`src/rtl/loadip_pkg.sv`:
```
// Shared definitions for the ping-pong buffer writer.
// Holds the FSM state encoding and the default idle timeout.
// No logic lives here.
package loadip_pkg;

  // Default number of data-less cycles before a partial buffer is committed
  localparam int IDLE_TIMEOUT_DEF = 16;

  typedef enum logic [1:0] {
    ST_IDLE    = 2'd0,
    ST_WRITE   = 2'd1,
    ST_RELEASE = 2'd2
  } state_t;

endpackage

```
`src/rtl/loadip_writer.sv`:
```
// Streams words into one of two ping-pong buffers, committing on frame end, full buffer or idle timeout.
// Latency: zero-cycle data/strobe path; claim one edge after valid data appears in IDLE.
// Backpressure: o_ready low outside WRITE and once the claimed buffer is full.
module loadip_writer
  import loadip_pkg::*;
#(
  parameter int DATA_WIDTH   = 16,
  parameter int IDLE_TIMEOUT = IDLE_TIMEOUT_DEF
) (
  input  logic                  i_clk,
  input  logic                  i_rst,
  input  logic                  i_valid,
  output logic                  o_ready,
  input  logic [DATA_WIDTH-1:0] i_data,
  input  logic                  i_last,
  input  logic [1:0]            i_wr_ready,
  output logic [1:0]            o_wr_activate,
  output logic [DATA_WIDTH-1:0] o_wdata,
  output logic                  o_wstrobe,
  input  logic [15:0]           i_wr_fifo_size,
  output logic [15:0]           o_last_cnt,
  output logic                  o_busy
);

  localparam logic [15:0] TIMEOUT = 16'(IDLE_TIMEOUT);

  state_t      state;
  state_t      state_nxt;
  logic [1:0]  r_act;
  logic [15:0] r_count;
  logic [15:0] r_limit;
  logic [15:0] r_timer;
  logic [15:0] r_last_cnt;
  logic        r_next;

  logic        strobe;
  logic        claim;
  logic        rel;
  logic [1:0]  sel;
  logic [15:0] count_nxt;

  // Data path is purely combinational; the buffer sees the word in the cycle it is accepted
  assign o_ready       = (state == ST_WRITE) && (r_count < r_limit);
  assign strobe        = i_valid & o_ready;
  assign o_wstrobe     = strobe;
  assign o_wdata       = i_data;
  assign o_busy        = (state == ST_WRITE);
  assign o_wr_activate = r_act;
  assign o_last_cnt    = r_last_cnt;
  assign count_nxt     = r_count + {15'd0, strobe};

  // Claim only when there is data, a free buffer and a usable capacity
  assign claim = (state == ST_IDLE) && i_valid && (i_wr_ready != 2'b00)
              && (i_wr_fifo_size != 16'd0);

  // Commit on frame end, on filling the buffer, or after a data-less stretch with words pending
  assign rel = (state == ST_WRITE)
            && ((strobe && i_last) || (strobe && (count_nxt == r_limit))
                || ((r_timer == TIMEOUT) && (r_count != 16'd0)));

  // Buffer choice: the only free one, otherwise alternate via r_next
  always_comb begin
    sel = 2'b00;
    case (i_wr_ready)
      2'b01:   sel = 2'b01;
      2'b10:   sel = 2'b10;
      2'b11:   sel = r_next ? 2'b10 : 2'b01;
      default: sel = 2'b00;
    endcase
  end

  // State register
  always_ff @(posedge i_clk or posedge i_rst) begin
    if (i_rst) state <= ST_IDLE;
    else       state <= state_nxt;
  end

  // Next-state logic; RELEASE is a single cycle so activate is low for at least one cycle
  always_comb begin
    state_nxt = state;
    case (state)
      ST_IDLE:    if (claim) state_nxt = ST_WRITE;
      ST_WRITE:   if (rel)   state_nxt = ST_RELEASE;
      ST_RELEASE: state_nxt = ST_IDLE;
      default:    state_nxt = ST_IDLE;
    endcase
  end

  // Counters, claim and commit bookkeeping; reset discards any partial buffer
  always_ff @(posedge i_clk or posedge i_rst) begin
    if (i_rst) begin
      r_act      <= 2'b00;
      r_count    <= 16'd0;
      r_limit    <= 16'd0;
      r_timer    <= 16'd0;
      r_last_cnt <= 16'd0;
      r_next     <= 1'b0;
    end else if (claim) begin
      r_limit <= i_wr_fifo_size;
      r_count <= 16'd0;
      r_timer <= 16'd0;
      r_act   <= sel;
    end else if (state == ST_WRITE) begin
      r_count <= count_nxt;
      if (strobe)                r_timer <= 16'd0;
      else if (r_timer != TIMEOUT) r_timer <= r_timer + 16'd1;
      if (rel) begin
        r_act      <= 2'b00;
        r_last_cnt <= count_nxt;
        r_next     <= ~r_act[1];
      end
    end
  end

endmodule

```
`config.mk`:
```
export PLATFORM = sky130hd
export DESIGN_NAME = loadip_writer
export DESIGN_NICKNAME = d
export VERILOG_FILES = /design/src/rtl/loadip_pkg.sv /design/src/rtl/loadip_writer.sv
export SDC_FILE = /design/constraint.sdc
export NUM_CORES = 1
export LEC_CHECK = 0
export BUFFER_PORTS_ARGS = -buffer_cell sky130_fd_sc_hd__buf_2
export CAP_MARGIN = 20
export CORE_AREA = 2 2 108 110
export CTS_BUF_LIST = sky130_fd_sc_hd__clkbuf_4
export CTS_CLUSTER_DIAMETER = 30
export CTS_CLUSTER_SIZE = 12
export DETAILED_ROUTE_END_ITERATION = 8
export DIE_AREA = 0 0 110 112
export HOLD_SLACK_MARGIN = 0.06
export PLACE_DENSITY = 0.63
export SLEW_MARGIN = 20
export SYNTH_ARGS = -nofsm -noshare
export SYNTH_HDL_FRONTEND = slang
export SYNTH_SLANG_ARGS = --single-unit
```
`constraint.sdc`:
```
create_clock -name i_clk -period 13.7 [get_ports i_clk]
set_input_delay 0.685 -clock i_clk [delete_from_list [all_inputs] [get_ports i_clk]]
set_output_delay 0.685 -clock i_clk [all_outputs]
set_load 0.01 [all_outputs]
```
== Word level (Yosys, flattened, before mapping) ==
Index checks and enable logic that the tools add are counted.
Word-level totals
  bits in writable memories: 0
  latch bits: 0
  register bits: 69
  memories kept: 0
  output and inout bits: 37
  bits in read-only memories: 0
Operators by class
  divide/modulo/power cells: 0
  $add $sub $neg: 2
  $lt $le $gt $ge: 1
  shift operators: 0
  reduce and logical (&&, ||, !) cells: 21
  equality and inequality tests: 9
  muxes and demuxes: 14
  multipliers: 0
  bitwise logic cells: 3
Operators by type and width (count)
  $mux 16: 6
  $reduce_bool 16->1: 2
  $add 16x1->16: 1
  $add 16x1->16 const B: 1
  $eq 16x16->1: 1
  $eq 16x5->1 const B: 1
  $lt 16x16->1: 1
  $ne 16x5->1 const B: 1
  $mux 2: 6
  $logic_and 1x1->1: 8
  $pmux 2 s3: 1
  $reduce_and 2->1: 3
  $reduce_bool 2->1: 3
  $eq 2x1->1 const B: 2
  $eq 2x2->1 const B: 2
  $pmux 2 s2: 1
  $reduce_and 3->1: 1
  $reduce_bool 3->1: 1
  $logic_not 2->1: 1
  $logic_or 1x1->1: 2
  $ne 2x1->1 const B: 1
  $ne 2x2->1 const B: 1
  $not 1->1: 2
  $and 1x1->1: 1

== Longest topological paths before layout ==
  depth in word-level cells: 12
  gate-level depth with buffers: 19

== Least setup slack after synthesis ==
No wires, ideal clock.
  path kind: register to register
  start point: register r_count[14]
  end point: register r_last_cnt[10], in the netlist o_last_cnt[10]
  path slack: 9234 ps
  buffers on the path: 3
  cell stages (with the launch flop): 18
  arrival time: 4341 ps
  period minus slack after synthesis: 4466 ps
  cell sequence: dfrtp_1 ha_1 o2111ai_1 or4_1 o2111ai_1 inv_1 ha_1 ha_1 clkbuf_1 and4_1 clkbuf_1 xnor2_1 o211ai_1 a2111oi_1 nand4_1 o31a_1 buf_6 mux2_4
On the way
  word-level cells in the longest chain between the ends: 10
  elaborated cells on any way between the ends: 13
  those cells by class: 1 x add/sub; 1 x order compare; 1 x eq/ne; 1 x bitwise; 9 x reduce/logical
RTL lines
  from (decl): RTL line loadip_writer.sv:30  | logic [15:0] r_count;
  from (signal assigned): RTL line loadip_writer.sv:104  | r_count <= count_nxt;
  $lt 16x16->1 *: RTL line loadip_writer.sv:43  | assign o_ready = (state == ST_WRITE) && (r_count < r_limit);
  $logic_and 1x1->1 *: RTL line loadip_writer.sv:43
  $and 1x1->1 *: RTL line loadip_writer.sv:44  | assign strobe = i_valid & o_ready;
  net o_wstrobe: RTL line loadip_writer.sv:19  | output logic o_wstrobe,
  $add 16x1->16: RTL line loadip_writer.sv:50  | assign count_nxt = r_count + {15'd0, strobe};
  $eq 16x16->1: RTL line loadip_writer.sv:58  | && ((strobe && i_last) || (strobe && (count_nxt == r_limit))
  $logic_and 1x1->1: RTL line loadip_writer.sv:58
  $logic_or 1x1->1: RTL line loadip_writer.sv:58
  $logic_or 1x1->1: RTL line loadip_writer.sv:59  | || ((r_timer == TIMEOUT) && (r_count != 16'd0)));
  $logic_and 1x1->1: RTL line loadip_writer.sv:58
  $reduce_and 3->1 (no line)
  to (signal assigned): RTL line loadip_writer.sv:109  | r_last_cnt <= count_nxt;
  to (decl): RTL line loadip_writer.sv:33  | logic [15:0] r_last_cnt;
The timed path passes the listed nets; every way through them passes the cells marked *.
A chain may end at the register's enable or synchronous reset.

== Worst setup path in the final report ==
  start point: register r_count[11]
  end point: register r_last_cnt[12], in the netlist o_last_cnt[12]
On the way
  word-level cells in the longest chain between the ends: 10
  elaborated cells on any way between the ends: 13
  those cells by class: 1 x add/sub; 1 x order compare; 1 x eq/ne; 1 x bitwise; 9 x reduce/logical
RTL lines (RTL line)
  $lt 16x16->1: loadip_writer.sv:43
  $logic_and 1x1->1: loadip_writer.sv:43
  $and 1x1->1: loadip_writer.sv:44
  $add 16x1->16: loadip_writer.sv:50
  $eq 16x16->1: loadip_writer.sv:58
  $logic_and 1x1->1: loadip_writer.sv:58
  $logic_or 1x1->1: loadip_writer.sv:58
  $logic_or 1x1->1: loadip_writer.sv:59
  $logic_and 1x1->1: loadip_writer.sv:58
  $reduce_and 3->1 (no line)
Several ways; a longest one is shown, not always the timed one.

==> run metrics <==
Slew headroom=31.1%; Longest Clk Path Bufs=2; commonest non-fill, non-tap cell in the layout=dfrtp_1; detailed placement HPWL=8040 um; Worst R2R Setup Slack=8.19 ns; H-Tree Depth=3; syn avg cell area=9.13 um2; Synth async-reset ratio=100%; Area after DPL=4550 um2; cell mode on critical path=ha_1; hold depth=3; Slew Viols, Final=0; leading area contributor after synthesis=dfrtp_1; min-delay src=i_wr_fifo_size[9]; Most used DFF post-synth=dfrtp_1; DRC violations left=0; per-cell routed wire length=17.4 um; CTS clk-pin slew, worst paths=0.12 ns; Max-cap violations=0; Crit. Startpoint=r_count[11]; Setup TNS=0 ns; die width=110 um; vias in the first global route=3485; CP max stage cell=nor3_1; Fin. Hold Viols=0; worst slew pin tran=1.02 ns; first-pass GRT wire length=18400 um; Worst-Skew Late Latency=0.44 ns; crit-path max cell delay=0.70 ns; Worst EP required=14.02 ns; status=completed; Iter 0 DRT Violations=312; I/O Pins=75; Layout Cells excl Fill=639; layout cells sized above 1=15.9%; initial antenna violation count=0; Crit Path Max Fanout=13; Initial Util=39.2%; CTS hold repair buffers=0; worst vdd ir=0.0000930 V; RePlAce Congestion=0.909; DRT Pass-1 Iters=5; Crit Path Category=reg2reg; post-synth cell types=60; core area=11200 um2; grt ovf=0; WHS=0.458 ns; total wire length after detailed routing=11100 um; Min-Delay Path Class=in2reg; top cells by area, synth=dfrtp_1 39%, ha_1 5.4%, nand2_1 4.5%; post-route cell area=4660 um2; CTS tree=built; full die area=12300 um2; die height=112 um; CP Launch Type=flop; Syn Nets=537; synthesized flop and latch total=69; Setup Skew=0.0261 ns; cell area power density=148 nW/um2; Tcrit/Tclk final=40.2%; sequential area share after synthesis=39.4%; worst path cell trace=ha_1 -> a211o_1 -> a31oi_1 -> o21a_1 -> o2111ai_1 -> inv_1 -> ha_1 -> ha_1 -> nand4_2 -> nor3_1 -> o31ai_1 -> a2111oi_1 -> nand4_1 -> o31a_1 -> buf_4 -> mux2_4; Crit Reg-Reg Startpoint=r_count[11]; Yosys warning count=0; TritonCTS Buffers=9; largest net degree at the start of global routing=70; port buffer count=42; Root Buffer=clkbuf_4; Post-synth EDFFs=0; post-cts sizing count=0; CTS sink count=69; antenna diode count=0; NumNets Final=550; Post-Route Utilization=41.7%; Crit. End Element=flop; postcts setup bufs=0; FF-to-FF path depth=16; post-synth top area share=39.4%; Worst Hold End=r_limit[9]; Row Count=39; maximum clock rate=182 MHz; antenna viol nets, final=0; RR Endpoint=o_last_cnt[12]; Placed Cells incl. Taps=625; Syn Inst Count=480; WP data arrival=5.83 ns; Via density=5.63; Total GRT Usage=19.5%; Area growth syn-to-layout=6.46%; Pleak=2.21 nW; min Tclk post-route=5.51 ns; Final setup viols=0; most frequent cells in the layout=69 x dfrtp_1, 53 x nand2_1, 42 x buf_2; unrepaired setup endpoints after global routing=false; mapped cell area=4380 um2; vias post-DR=3595
critical path: cells and delay by family, from the launching register on:
kind                     cells  cell delay, ns
flip-flops                   1            0.63
AND/OR/NAND/NOR              3            1.18
adder cells (fa/ha/maj)      3            0.91
buffers and inverters        2            0.46
multiplexers                 1            0.31
AO/OA/AOI/OAI                7            1.90
routing by layer:
metal  wire length [um]  track usage [%]
met1               5110             28.2
met3                751             4.04
met2               4930             28.1
met5                  0                0
met4                309             8.44
logic make-up (layout without fill, tap and decap cells):
| group | count (synthesis) | count (layout) | share of synthesized area, % |
|---|---|---|---|
| AO/OA/AOI/OAI | 95 | 95 | 13.9 |
| XOR/XNOR | 38 | 38 | 7.60 |
| adder cells (fa/ha/maj) | 19 | 19 | 5.43 |
| buffers and inverters | 74 | 90 | 8.34 |
| flip-flops | 69 | 69 | 39.4 |
| multiplexers | 17 | 17 | 5.26 |
| AND/OR/NAND/NOR | 168 | 168 | 20.0 |
worst max path at each step:
stage	endpoint	slack, ns
after floorplan	o_last_cnt[10]	9.23
after global placement	o_last_cnt[6]	8.45
after detailed placement	o_last_cnt[12]	8.36
after CTS	o_last_cnt[12]	8.32
after global routing	o_last_cnt[12]	7.91
final	o_last_cnt[12]	8.19
registers in the layout, summed over array words and instances, names as in the netlist:
register and cells:
o_last_cnt 16, r_count 16, o_wr_activate 2, r_timer 16, r_limit 16, state 2, r_next 1
synth_stat cells, types with 7 or more instances:
| master | n |
|---|---|
| a21oi_1 | 16 |
| xor2_1 | 17 |
| o31ai_1 | 7 |
| nor4_1 | 12 |
| buf_4 | 17 |
| nand4_1 | 17 |
| nor2_1 | 30 |
| mux2_4 | 12 |
| o21ai_0 | 38 |
| dfrtp_1 | 69 |
| inv_1 | 29 |
| xnor2_1 | 21 |
| ha_1 | 19 |
| buf_2 | 7 |
| nand2_1 | 53 |
| clkbuf_1 | 18 |
| nand3_1 | 17 |
metrics by stage:
stage / total power (W) / setup WS, ns
floorplan: 0.000482 / 9.23
global placement: 0.000560 / 8.45
detailed placement: 0.000564 / 8.36
CTS: 0.000690 / 8.32
global route: 0.000742 / 7.91
finish: 0.000690 / 8.19
final cells by class:
class	count	area [um2]
Timing Repair Buffer	46	240
Clock buffer	10	75.1
Tap cell	143	179
Sequential cell	69	1730
Multi-Input combinational cell	337	2290
Fill cell	1106	6510
Clock inverter	4	41.3
Inverter	30	113
where the power goes:
| group | leakage (nW) | total, W | internal [W] | switching [W] |
|---|---|---|---|---|
| logic | 1.23 | 0.000281 | 0.000109 | 0.000172 |
| clock network | 0.0648 | 0.000125 | 0.0000541 | 0.0000706 |
| registers | 0.920 | 0.000284 | 0.000243 | 0.0000402 |
Power figures use the tool's default switching activity.
